**config.mk**
```make
export PLATFORM = sky130hd
export DESIGN_NAME = player_move_sequencer_flat
export DESIGN_NICKNAME = d
export VERILOG_FILES = /design/src/rtl/player_move_sequencer_if.sv /design/src/rtl/player_move_sequencer.sv /design/src/flat_wrapper.sv
export SDC_FILE = /design/constraint.sdc
export NUM_CORES = 1
export LEC_CHECK = 0
export BUFFER_PORTS_ARGS = -buffer_cell sky130_fd_sc_hd__buf_4
export CORE_MARGIN = 4
export CORE_UTILIZATION = 38
export DETAILED_ROUTE_END_ITERATION = 8
export GPL_ROUTABILITY_DRIVEN = 0
export PLACE_DENSITY_LB_ADDON = 0.12
export SETUP_SLACK_MARGIN = 0.02
export SYNTH_ARGS = -nofsm -noshare
export SYNTH_HDL_FRONTEND = slang
export SYNTH_SLANG_ARGS = --single-unit
```
**constraint.sdc**
```tcl
create_clock -name btnClk -period 2.6 [get_ports btnClk]
set_input_delay 0.52 -clock btnClk [delete_from_list [all_inputs] [get_ports btnClk]]
set_output_delay 0.52 -clock btnClk [all_outputs]
set_load 0.005 [all_outputs]
```
**src/rtl/player_move_sequencer_if.sv**
```systemverilog
// Bundle of the direction/AI request inputs and the datapath-facing outputs of the
// player move sequencer. The master side drives requests; the slave side is the sequencer.
interface player_move_sequencer_if;
    logic       start;
    logic [3:0] btns_h;
    logic [3:0] ai_dir;
    logic       ai_req;
    logic       player_dead;
    logic [3:0] btns_o;
    logic       ai_grant;
    logic       playerDisable;
    logic       player_rst;
    logic [2:0] lives;
    logic       game_over;
    logic [2:0] state_o;

    modport master (
        output start, btns_h, ai_dir, ai_req, player_dead,
        input  btns_o, ai_grant, playerDisable, player_rst, lives, game_over, state_o
    );

    modport slave (
        input  start, btns_h, ai_dir, ai_req, player_dead,
        output btns_o, ai_grant, playerDisable, player_rst, lives, game_over, state_o
    );
endinterface

```
**src/rtl/player_move_sequencer.sv**
```systemverilog
// Player move sequencer: arbitrates human buttons against AI/demo moves, issues at most
// one one-hot direction code per cycle, and runs the death/respawn/game-over sequence.
module player_move_sequencer #(
    parameter int unsigned LIVES          = 3,
    parameter int unsigned REPEAT_DIV     = 8,
    parameter int unsigned DEAD_CYCLES    = 4,
    parameter int unsigned RESPAWN_CYCLES = 16
) (
    input  logic                    btnClk,
    input  logic                    rst,
    player_move_sequencer_if.slave  bus
);

    typedef enum logic [2:0] {
        StIdle     = 3'd0,
        StPlay     = 3'd1,
        StDying    = 3'd2,
        StRespawn  = 3'd3,
        StGameOver = 3'd4
    } state_e;

    localparam logic [15:0] RepLast  = 16'(REPEAT_DIV - 1);
    localparam logic [15:0] DeadLast = 16'(DEAD_CYCLES - 1);
    localparam logic [15:0] RespLast = 16'(RESPAWN_CYCLES - 1);
    localparam logic [2:0]  LivesInit = 3'(LIVES);

    state_e      state_q;
    logic [3:0]  prev_q;       // previous cycle's reduced human code
    logic        hum_pend_q;   // human move that lost arbitration, still owed
    logic        rr_q;         // 0: human wins next contention, 1: AI wins
    logic [15:0] rep_cnt_q;
    logic [15:0] dead_cnt_q;
    logic [15:0] resp_cnt_q;
    logic [3:0]  btns_q;
    logic        ai_grant_q;
    logic        pdis_q;
    logic        prst_q;
    logic [2:0]  lives_q;
    logic        game_over_q;

    logic [3:0] h_code;
    logic       h_change, h_repeat, hum_elig, ai_elig, contend, grant_h, grant_a, death;

    // Request qualification and round-robin arbitration for the current cycle.
    always_comb begin
        h_code = 4'd0;
        if (bus.btns_h[3])      h_code = 4'b1000;
        else if (bus.btns_h[2]) h_code = 4'b0100;
        else if (bus.btns_h[1]) h_code = 4'b0010;
        else if (bus.btns_h[0]) h_code = 4'b0001;
        h_change = (h_code != prev_q);
        h_repeat = !h_change && (rep_cnt_q == RepLast);
        hum_elig = (h_code != 4'd0) && (h_change || h_repeat || hum_pend_q);
        ai_elig  = bus.ai_req && $onehot(bus.ai_dir);
        contend  = hum_elig && ai_elig;
        grant_h  = hum_elig && (!ai_elig || !rr_q);
        grant_a  = ai_elig && (!hum_elig || rr_q);
        death    = bus.player_dead && (dead_cnt_q == DeadLast);
    end

    // Sequencer FSM with all outputs registered alongside the state.
    always_ff @(posedge btnClk or posedge rst) begin
        if (rst) begin
            state_q     <= StIdle;
            prev_q      <= 4'd0;
            hum_pend_q  <= 1'b0;
            rr_q        <= 1'b0;
            rep_cnt_q   <= 16'd0;
            dead_cnt_q  <= 16'd0;
            resp_cnt_q  <= 16'd0;
            btns_q      <= 4'd0;
            ai_grant_q  <= 1'b0;
            pdis_q      <= 1'b1;
            prst_q      <= 1'b0;
            lives_q     <= 3'd0;
            game_over_q <= 1'b0;
        end else begin
            btns_q     <= 4'd0;
            ai_grant_q <= 1'b0;
            prst_q     <= 1'b0;
            // Tracked in every state so a press held across respawn needs a fresh change.
            prev_q     <= h_code;
            unique case (state_q)
                StIdle: begin
                    pdis_q     <= 1'b1;
                    hum_pend_q <= 1'b0;
                    rep_cnt_q  <= 16'd0;
                    dead_cnt_q <= 16'd0;
                    if (bus.start) begin
                        lives_q <= LivesInit;
                        prst_q  <= 1'b1;
                        pdis_q  <= 1'b0;
                        state_q <= StPlay;
                    end
                end
                StPlay: begin
                    if (death) begin
                        // Death overrides any grant this cycle.
                        lives_q    <= (lives_q == 3'd0) ? 3'd0 : lives_q - 3'd1;
                        pdis_q     <= 1'b1;
                        hum_pend_q <= 1'b0;
                        dead_cnt_q <= 16'd0;
                        rep_cnt_q  <= 16'd0;
                        state_q    <= StDying;
                    end else begin
                        pdis_q     <= 1'b0;
                        dead_cnt_q <= bus.player_dead ? dead_cnt_q + 16'd1 : 16'd0;
                        if (grant_h) btns_q <= h_code;
                        if (grant_a) begin
                            btns_q     <= bus.ai_dir;
                            ai_grant_q <= 1'b1;
                        end
                        // Pointer only moves when both sources actually competed.
                        if (contend) rr_q <= ~rr_q;
                        hum_pend_q <= hum_elig && !grant_h;
                        if (h_change || h_repeat) rep_cnt_q <= 16'd0;
                        else                      rep_cnt_q <= rep_cnt_q + 16'd1;
                    end
                end
                StDying: begin
                    pdis_q <= 1'b1;
                    if (lives_q == 3'd0) begin
                        game_over_q <= 1'b1;
                        state_q     <= StGameOver;
                    end else begin
                        prst_q     <= 1'b1;
                        resp_cnt_q <= 16'd0;
                        state_q    <= StRespawn;
                    end
                end
                StRespawn: begin
                    pdis_q <= 1'b1;
                    if (resp_cnt_q == RespLast) begin
                        resp_cnt_q <= 16'd0;
                        rep_cnt_q  <= 16'd0;
                        dead_cnt_q <= 16'd0;
                        hum_pend_q <= 1'b0;
                        pdis_q     <= 1'b0;
                        state_q    <= StPlay;
                    end else begin
                        resp_cnt_q <= resp_cnt_q + 16'd1;
                    end
                end
                StGameOver: begin
                    pdis_q <= 1'b1;
                    if (bus.start) begin
                        lives_q     <= LivesInit;
                        prst_q      <= 1'b1;
                        pdis_q      <= 1'b0;
                        game_over_q <= 1'b0;
                        rep_cnt_q   <= 16'd0;
                        dead_cnt_q  <= 16'd0;
                        hum_pend_q  <= 1'b0;
                        state_q     <= StPlay;
                    end
                end
                default: begin
                    pdis_q      <= 1'b1;
                    game_over_q <= 1'b0;
                    state_q     <= StIdle;
                end
            endcase
        end
    end

    assign bus.btns_o        = btns_q;
    assign bus.ai_grant      = ai_grant_q;
    assign bus.playerDisable = pdis_q;
    assign bus.player_rst    = prst_q;
    assign bus.lives         = lives_q;
    assign bus.game_over     = game_over_q;
    assign bus.state_o       = state_q;

endmodule

```
**src/flat_wrapper.sv**
```systemverilog
// flat-port wrapper written by rule: the top's interface ports become plain ports
module player_move_sequencer_flat 
#(
    parameter int unsigned LIVES          = 3,
    parameter int unsigned REPEAT_DIV     = 8,
    parameter int unsigned DEAD_CYCLES    = 4,
    parameter int unsigned RESPAWN_CYCLES = 16
)
  (btnClk, rst, bus_start, bus_btns_h, bus_ai_dir, bus_ai_req, bus_player_dead, bus_btns_o, bus_ai_grant, bus_playerDisable, bus_player_rst, bus_lives, bus_game_over, bus_state_o);
  player_move_sequencer_if bus_i ();
  input  logic btnClk;
  input  logic rst;
  input wire logic [$bits(bus_i.start)-1:0] bus_start;
  input wire logic [$bits(bus_i.btns_h)-1:0] bus_btns_h;
  input wire logic [$bits(bus_i.ai_dir)-1:0] bus_ai_dir;
  input wire logic [$bits(bus_i.ai_req)-1:0] bus_ai_req;
  input wire logic [$bits(bus_i.player_dead)-1:0] bus_player_dead;
  output wire logic [$bits(bus_i.btns_o)-1:0] bus_btns_o;
  output wire logic [$bits(bus_i.ai_grant)-1:0] bus_ai_grant;
  output wire logic [$bits(bus_i.playerDisable)-1:0] bus_playerDisable;
  output wire logic [$bits(bus_i.player_rst)-1:0] bus_player_rst;
  output wire logic [$bits(bus_i.lives)-1:0] bus_lives;
  output wire logic [$bits(bus_i.game_over)-1:0] bus_game_over;
  output wire logic [$bits(bus_i.state_o)-1:0] bus_state_o;
  assign bus_i.start = bus_start;
  assign bus_i.btns_h = bus_btns_h;
  assign bus_i.ai_dir = bus_ai_dir;
  assign bus_i.ai_req = bus_ai_req;
  assign bus_i.player_dead = bus_player_dead;
  assign bus_btns_o = bus_i.btns_o;
  assign bus_ai_grant = bus_i.ai_grant;
  assign bus_playerDisable = bus_i.playerDisable;
  assign bus_player_rst = bus_i.player_rst;
  assign bus_lives = bus_i.lives;
  assign bus_game_over = bus_i.game_over;
  assign bus_state_o = bus_i.state_o;
  player_move_sequencer #(.LIVES(LIVES), .REPEAT_DIV(REPEAT_DIV), .DEAD_CYCLES(DEAD_CYCLES), .RESPAWN_CYCLES(RESPAWN_CYCLES)) u_core (.btnClk(btnClk), .rst(rst), .bus(bus_i));
endmodule
```
======== After elaboration in Yosys (flattened, before gate mapping) ========
Index checks and enable logic that the tools add are counted.
word-level totals
  register bits ........................... 68
cells by class
  multiplexer cells ....................... 44
  $add $sub $neg .......................... 7
  equality and inequality tests ........... 15
  bitwise operators ....................... 3
  reduce and logical (&&, ||, !) cells .... 31
operators with widths
  kind                     number
  $mux W16                 8
  $pmux W16 S4             2
  $add A16 B1 Y16 const B  3
  $pmux W16 S2             1
  $mux W4                  7
  $mux W3                  7
  $eq A16 B2 Y1 const B    1
  $eq A16 B3 Y1 const B    1
  $eq A16 B4 Y1 const B    1
  $reduce_and A3 Y1        5
  $mux W1                  13
  $pmux W3 S4              1
  $logic_and A1 B1 Y1      8
  $ne A2 B1 Y1 const B     4
  $reduce_bool A4 Y1       2
  $eq A3 B1 Y1 const B     2
  $eq A3 B2 Y1 const B     2
  $logic_not A3 Y1         2
  $pmux W1 S3              2
  $pmux W3 S2              1
  $logic_not A1 Y1         5
  $add A1 B1 Y2            2
  $logic_or A1 B1 Y1       4
  $ne A2 B2 Y1 const B     2
  other kinds (11)         14

======== Depth between registers and ports, before layout ========
Gate-level depths: netlist of run 1.
  depth in word-level cells ............... 16
  mapped depth ............................ 8
  gate-level depth less buffers ........... 7

======== Least setup slack after synthesis of run 1 ========
OpenSTA, ideal clock, no wires.
  path kind ............................... input to register
  start ................................... in bus_ai_dir[0]
  end ..................................... reg u_core.hum_pend_q
  path buffers ............................ 0
  data arrival time ....................... 2.370 ns
  stages on the path ...................... 7
  slack ................................... 0.164 ns
  path through ............................ ha_1 > ha_1 > fa_1 > nor4bb_1 > nand3_1 > nor3_1 > a22o_1
on the way
  word-level cells in the longest chain between the ends .. 11
RTL lines
  what                                 RTL line                      RTL
  start, declared                      flat_wrapper.sv:15            input wire logic [$bits(bus_i.ai_dir)-1:0] bus_ai_dir;
  $add A1 B1 Y2 (implied by the code)  player_move_sequencer.sv:54   ai_elig = bus.ai_req && $onehot(bus.ai_dir);
  $add A3 B3 Y3 (implied by the code)  player_move_sequencer.sv:54
  $eq A3 B1 Y1                         player_move_sequencer.sv:54
  $logic_and A1 B1 Y1                  player_move_sequencer.sv:54
  $logic_not A1 Y1                     player_move_sequencer.sv:56   grant_h = hum_elig && (!ai_elig || !rr_q);
  $logic_or A1 B1 Y1                   player_move_sequencer.sv:56
  $logic_and A1 B1 Y1                  player_move_sequencer.sv:56
  $logic_not A1 Y1                     player_move_sequencer.sv:115  hum_pend_q <= hum_elig && !grant_h;
  $logic_and A1 B1 Y1                  player_move_sequencer.sv:115
  $mux W1                              player_move_sequencer.sv:97   if (death) begin
  $pmux W1 S4                          player_move_sequencer.sv:83   unique case (state_q)
  end signal, assigned                 player_move_sequencer.sv:115
  end, declared                        player_move_sequencer.sv:29   logic hum_pend_q;
Every way passes these cells.
A chain may end at the register's enable or synchronous reset.

======== Final worst setup path of run 1 ========
  start ................................... reg u_core.resp_cnt_q[12]
  end ..................................... reg u_core.resp_cnt_q[6]
on the way
  word-level cells in the longest chain between the ends .. 3
RTL lines
  what                    RTL line                      RTL
  start, declared         player_move_sequencer.sv:33   logic [15:0] resp_cnt_q;
  start signal, assigned  player_move_sequencer.sv:141  resp_cnt_q <= resp_cnt_q + 16'd1;
  $eq A16 B4 Y1           player_move_sequencer.sv:133  if (resp_cnt_q == RespLast) begin
  $mux W16                player_move_sequencer.sv:133
  $pmux W16 S2            player_move_sequencer.sv:83
Every way passes these cells.

==> results of run 1 <==
-- cells by family after synthesis --
kind of cell               Yosys count  share of synthesized area [%]
muxes                                3                          0.839
DFF                                 68                           45.7
AOI/OAI and AO/OA                  119                           21.5
xor gates and xnor gates            18                           4.23
and+or+nand+nor                    148                           21.7
adders and majority gates            7                           2.55
buffers and inverters               30                           3.52
-- per-layer routing --
metal	track usage, %	up-vias	wire length, um
met3	3.13	6	274
met4	5.48	0	77
met1	22.5	1522	4400
li1	-	1576	-
met5	0	-	0
met2	26.8	50	4090
-- path summary, 6_finish.rpt --
kind                                        from  cells after the start               endpoint  slack (ps)
max                        u_core.resp_cnt_q[12]                      6   u_core.resp_cnt_q[6]         180
max reg2reg                u_core.resp_cnt_q[12]                      6   u_core.resp_cnt_q[6]         180
min                                          rst                      3  u_core.bus.player_rst         230
max in group asynchronous                    rst                      3  u_core.resp_cnt_q[10]        2020
min in group btnClk                bus_btns_h[3]                      1       u_core.prev_q[3]         360
min reg2reg                    u_core.hum_pend_q                      1      u_core.hum_pend_q         520
-- flip-flops by register name (all words and copies together) (netlist names) --
name                      flops
u_core.bus.ai_grant           1
u_core.bus.btns_o             4
u_core.bus.game_over          1
u_core.bus.lives              3
u_core.bus.playerDisable      1
u_core.bus.player_rst         1
u_core.bus.state_o            3
u_core.dead_cnt_q            16
u_core.hum_pend_q             1
u_core.prev_q                 4
u_core.rep_cnt_q             16
u_core.resp_cnt_q            16
u_core.rr_q                   1
-- synth_stat cells (7+ instances only) --
library cell | n | area [um2]
nor2_1 | 24 | 90.1
inv_1 | 11 | 41.3
nand3_1 | 10 | 50.1
o2111ai_1 | 8 | 70.1
o21ai_0 | 12 | 60.1
or4_1 | 7 | 52.6
and2_1 | 10 | 62.6
o21ai_1 | 20 | 100
nor4_1 | 9 | 56.3
a22o_1 | 12 | 105
dfrtp_1 | 67 | 1680
o31ai_1 | 8 | 60.1
and3_1 | 8 | 50.1
a21oi_1 | 19 | 95.1
nor3_1 | 14 | 70.1
nand2_1 | 34 | 128
clkbuf_1 | 13 | 48.8
nand4_1 | 8 | 50.1
xor2_1 | 14 | 123
-- layout make-up --
| type | count | area, um2 | area share (%) |
|---|---|---|---|
| repair buffers | 50 | 388 | 8.77 |
| clock inverters | 5 | 83.8 | 1.89 |
| well taps | 129 | 161 | 3.65 |
| clock buffers | 11 | 151 | 3.42 |
| multi-input cells | 295 | 1900 | 42.8 |
| flip-flops and latches | 68 | 1700 | 38.5 |
| inverters | 11 | 41.3 | 0.933 |
-- power by group --
group          switching, mW  leakage (nW)  internal [mW]
registers              0.117         0.920           1.18
clock network          0.425         0.112          0.595
logic                  0.544         0.836          0.393
-- cell usage in the layout, fill, tap and decap left out, types with 4 or more instances in the layout --
master,instances
nor2_1,24
buf_4,49
or4_1,7
clkbuf_8,11
o2111ai_1,8
o21ai_1,20
xor2_1,14
dfrtp_1,67
inv_1,10
o31ai_1,8
nor4_1,9
nand4_1,8
o21ai_0,12
a22o_1,12
o211ai_1,4
nor3_1,14
a21oi_1,19
nand2_1,34
and3_1,8
xnor2_1,4
or3_1,4
nor2b_1,4
a22oi_1,4
and2_1,10
a211oi_1,4
nand3_1,10
ha_1,6
o22ai_1,6
-- worst register-to-register path, stage by stage (launching register included) --
cell and delay (ps):
dfrtp_1 430, or4_4 560, nor4_4 350, buf_4 270, or2_2 320, o21ai_0 150
a22o_1 240
-- metrics by stage --
| stage | hold slack [ps] | instance area (um2) | setup slack [ps] | setup TNS (ps) |
|---|---|---|---|---|
| floorplan | 462 | 3730 | 164 | 0 |
| global placement | 493 | 4190 | -91.6 | -177 |
| detailed placement | 489 | 4190 | -135 | -279 |
| CTS | 262 | 4420 | 172 | 0 |
| global route | 278 | 4420 | 72.9 | 0 |
| finish | 233 | 4420 | 181 | 0 |
==> impl_results.rst, run 1 <==
.. list-table::
   :header-rows: 1

   * - Metric
     - Value
   * - Grt ovf
     - 0
   * - Antenna violations before repair
     - 0
   * - Leakage power summed over all cells
     - roughly 1.9 nW
   * - GRT Resource Usage Total
     - around 17%
   * - Placed Cells
     - 553
   * - Core occupancy in the finished layout
     - between 40% and 50%
   * - # DRC
     - 0
   * - Synth Net Count
     - approximately 410
   * - Flip-flop and latch count after synthesis
     - slightly below 70
   * - Distinct cells, synth
     - 56
   * - Area of the mapped netlist
     - 0.00373 mm2
   * - Area overhead of the layout relative to synthesis
     - 18.6%
   * - Layout cells sized above 1
     - roughly 17%
   * - I/O pins
     - 27
   * - Post-synthesis area per instance
     - roughly 9.5 um2
   * - First-pass iteration count of the detailed router
     - 4
   * - Class of the worst hold path
     - in -> async
   * - Number of nets in the layout
     - ~460
   * - CP arrival
     - approximately 2700 ps
   * - Hold violation total from the final report
     - 0
   * - Global-route wire length before repair
     - roughly 15000 um
   * - Max clock buf depth
     - 2
   * - Chip height
     - about 110 um
   * - Crit Path Max Fanout
     - 15
   * - Clock latency of the later-clocked register in the worst-skew pair
     - 340 ps
   * - Fraction of registers with async set or reset after synthesis
     - 100%
   * - Number of vias per cell
     - around 5.5
   * - Slowest stage cell, crit path
     - or4_4
   * - H-tree depth
     - 3
   * - Element type at the critical path start
     - flip-flop
   * - DRT iter0 DRCs
     - around 130
   * - Clock tree from TritonCTS
     - yes
   * - Main flop type after synthesis
     - dfrtp_1
   * - Port-buffer cells
     - 26
   * - HPWL reported at the end of detailed placement
     - ~6100 um
   * - Transition time of the tightest slew-check pin
     - 735 ps
   * - Largest voltage drop on the vdd net
     - 346 uV
   * - Sequential fraction of the synthesis area
     - 45.7%
   * - Count of filler cells inserted in the layout
     - around 900
   * - Peak clock frequency supported by timing
     - just over 0.4 GHz
   * - Placeable core region
     - 0.00942 mm2
   * - Category of the most critical setup path
     - reg -> reg
   * - Endpoint type of the worst setup path
     - flip-flop
   * - Die width
     - approximately 110 um
   * - Site Rows
     - 35
   * - Count of maximum capacitance violations
     - 0
   * - Number of instances in the synthesized netlist
     - slightly below 400
   * - Vias in the first global route
     - ~3200
   * - Worst-case clock skew
     - 12.5 ps
   * - Buffer count from post-CTS setup fixing
     - 0
   * - Final Slew Violations
     - 0
   * - Outcome
     - completed
   * - Number of buffers added to fix hold violations after cts
     - 0
   * - TritonCTS sink count
     - between 60 and 70
   * - Slew headroom
     - between 50% and 60%
   * - Total Wirelength
     - between 8000 and 9000 um
   * - Count of flip-flops with a built-in enable after synthesis
     - 0
   * - Unrepaired setup endpoints after global routing
     - no
   * - Critical Path Max Stage Delay
     - 560 ps
   * - Vias after detailed routing
     - around 3200
   * - Die ar.
     - approximately 0.011 mm2
   * - Clock tree root driver cell
     - clkbuf_8
   * - Final setup viols
     - 0
   * - Required time of the critical path
     - about 2800 ps
   * - Starting density of the core
     - between 30% and 40%
   * - Cell area power density
     - approximately 740 mW/mm2
   * - Pin count of the biggest net entering global routing
     - slightly below 70
   * - Power after layout
     - 3.26 mW
   * - Per-cell routed wire length
     - around 16 um
   * - Number of buffers created by CTS
     - 9
   * - Top cell family by delay on the critical path
     - simple AND/OR/NAND/NOR gates
   * - Crit-path cells
     - or4_4 > nor4_4 > buf_4 > or2_2 > o21ai_0 > a22o_1
   * - Fin cells
     - approximately 570
   * - Clock transition time at the flip-flop clock pins of the worst setup and hold paths
     - approximately 80 ps
   * - Period utilisation layout
     - between 90% and 100%
   * - Yosys synthesis warning count
     - 0
   * - Post-CTS resize count
     - 0
   * - Ant. Diodes
     - 0
   * - Minimum clock period
     - 2420 ps
   * - Buffers plus inverters on the worst setup path
     - 1
   * - Residual antenna-violating net count after detailed routing
     - 0
Note: power is estimated with default switching activity, not from simulation.
==> run 2: changes to the inputs <==
--- a/config.mk
+++ b/config.mk
@@ -6,6 +6,8 @@
 export NUM_CORES = 1
 export LEC_CHECK = 0
 export BUFFER_PORTS_ARGS = -buffer_cell sky130_fd_sc_hd__buf_4
+export CELL_PAD_IN_SITES_DETAIL_PLACEMENT = 1
+export CELL_PAD_IN_SITES_GLOBAL_PLACEMENT = 1
 export CORE_MARGIN = 4
 export CORE_UTILIZATION = 38
 export DETAILED_ROUTE_END_ITERATION = 8
==> impl_results.rst, run 2 (synthesized netlist as in run 1, its figures left out) <==
.. list-table::
   :header-rows: 1

   * - Metric
     - Value
   * - Max clock buf depth
     - 2
   * - H-tree depth
     - 3
   * - Placed Cells
     - about 560
   * - Buffers plus inverters on the worst setup path
     - 2
   * - DRT iter0 DRCs
     - between 100 and 150
   * - Port-buffer cells
     - 26
   * - Final setup viols
     - 0
   * - Ant. Diodes
     - 0
   * - Class of the worst hold path
     - in -> async
   * - Clock tree from TritonCTS
     - yes
   * - Buffer count from post-CTS setup fixing
     - 0
   * - First-pass iteration count of the detailed router
     - 5
   * - Final Slew Violations
     - 0
   * - Worst-case clock skew
     - between 6 and 7 ps
   * - Slew headroom
     - a little under 60%
   * - Area overhead of the layout relative to synthesis
     - 18.9%
   * - Fin cells
     - 571
   * - Peak clock frequency supported by timing
     - between 0.4 and 0.5 GHz
   * - CP arrival
     - between 2000 and 3000 ps
   * - Category of the most critical setup path
     - in -> reg
   * - Placed Area
     - around 0.0042 mm2
   * - Crit Path Max Fanout
     - 2
   * - Crit-path cells
     - buf_4 > ha_1 > ha_1 > fa_1 > nor4bb_1 > buf_4 > nand3_1 > nor3_1 > a22o_1
   * - HPWL reported at the end of detailed placement
     - around 7000 um
   * - Vias after detailed routing
     - ~3300
   * - Post-CTS resize count
     - 0
   * - Number of vias per cell
     - between 5 and 6
   * - Number of buffers created by CTS
     - 9
   * - Per-cell routed wire length
     - about 17 um
   * - Largest voltage drop on the vdd net
     - 294 uV
   * - Final Instance Area
     - about 0.0044 mm2
   * - Critical Path Max Stage Delay
     - between 400 and 500 ps
   * - Die width
     - approximately 110 um
   * - Die ar.
     - 0.0115 mm2
   * - TritonCTS sink count
     - 68
   * - Minimum clock period
     - around 2400 ps
   * - Pin count of the biggest net entering global routing
     - 48
   * - Global-route wire length before repair
     - ~17000 um
   * - Chip height
     - between 100 and 150 um
   * - Clock transition time at the flip-flop clock pins of the worst setup and hold paths
     - about 70 ps
   * - Endpoint type of the worst setup path
     - flip-flop
   * - Placeable core region
     - between 0.009 and 0.01 mm2
   * - Transition time of the tightest slew-check pin
     - just over 600 ps
   * - Commonest non-fill, non-tap cell in the layout
     - dfrtp_1
   * - Element type at the critical path start
     - input pin
   * - Top cell family by delay on the critical path
     - adder cells
   * - GRT Resource Usage Total
     - a little under a fifth
   * - Cell area power density
     - 733 mW/mm2
   * - Total Wirelength
     - between 9000 and 10000 um
   * - Clock tree root driver cell
     - clkbuf_8
   * - Outcome
     - completed
   * - Core occupancy in the finished layout
     - a little under half
   * - Residual antenna-violating net count after detailed routing
     - 0
   * - Antenna violations before repair
     - 0
   * - Number of nets in the layout
     - about 460
   * - Grt ovf
     - 0
   * - Registers with the highest flip-flop counts
     - u_core.dead_cnt_q: 16 flops, u_core.rep_cnt_q: 16 flops, u_core.resp_cnt_q: 16 flops
   * - Tightest hold margin
     - ~220 ps
   * - Clock latency of the later-clocked register in the worst-skew pair
     - roughly 330 ps
   * - Unrepaired setup endpoints after global routing
     - no
   * - Hold violation total from the final report
     - 0
   * - Number of buffers added to fix hold violations after cts
     - 0
   * - Starting density of the core
     - slightly below 40%
   * - Vias in the first global route
     - ~3400
   * - I/O pins
     - 27
   * - Period utilisation layout
     - approximately 93%
   * - Leakage power summed over all cells
     - ~1.9 nW
   * - Slowest stage cell, crit path
     - fa_1
   * - Most frequent cells in the layout
     - 67 x dfrtp_1, 50 x buf_4, 34 x nand2_1, 24 x nor2_1, 20 x o21ai_1
   * - Required time of the critical path
     - around 2900 ps
   * - # DRC
     - 0
   * - Site Rows
     - 35
   * - Count of maximum capacitance violations
     - 0
   * - Layout cells sized above 1
     - 16.5%
==> run 2: changes by cell type in the layout (fill, tap and decap cells not counted) <==
cell / before / now
buf_12: 1 / 2
buf_4: 49 / 50
clkbuf_1: 0 / 2
clkbuf_8: 11 / 10
clkinv_2: 0 / 1
clkinv_4: 1 / 0
clkinvlp_4: 2 / 1
==> run 2: cell type report <==
cell class,count,area [um2]
Fill cell,1088,4980
Multi-Input combinational cell,295,1900
Sequential cell,68,1700
Timing Repair Buffer,52,415
Tap cell,129,161
Clock buffer,12,145
Clock inverter,4,72.6
Inverter,11,41.3
==> run 2: stage by stage <==
step	setup WS, ps	power [mW]	setup TNS, ps
2_1_floorplan	164	1.89	0
3_3_place_gp	-87.3	2.27	-167
3_5_place_dp	-186	2.30	-669
4_1_cts	183	3.30	0
5_1_grt	39.3	3.47	0
6_report	169	3.25	0
==> run 2: report_power, final <==
group | internal, mW | total [mW] | leakage [nW] | switching (mW)
logic | 0.407 | 0.975 | 0.852 | 0.568
registers | 1.18 | 1.30 | 0.920 | 0.117
clock network | 0.566 | 0.973 | 0.107 | 0.407
total | 2.16 | 3.25 | 1.88 | 1.09
==> run 2: path summary, 6_finish.rpt <==
| check | slack [ps] | cells past startpoint | startpoint | end |
|---|---|---|---|---|
| worst min-delay path | 220 | 2 | rst | u_core.bus.player_rst |
| max in group asynchronous | 1720 | 3 | rst | u_core.bus.playerDisable |
| worst max register to register | 210 | 6 | u_core.resp_cnt_q[12] | u_core.resp_cnt_q[6] |
| worst min register to register | 510 | 1 | u_core.hum_pend_q | u_core.hum_pend_q |
| min in group btnClk | 360 | 1 | bus_btns_h[3] | u_core.prev_q[3] |
| worst max-delay path | 170 | 9 | bus_ai_dir[0] | u_core.hum_pend_q |
==> run 2: metal layers <==
| layer | routed length [um] | global-route usage [%] | up-vias |
|---|---|---|---|
| li1 | - | - | 1576 |
| met1 | 4640 | 24.6 | 1626 |
| met2 | 4650 | 29.5 | 50 |
| met3 | 336 | 3.01 | 12 |
| met4 | 102 | 5.57 | 0 |
| met5 | 0 | 0 | - |
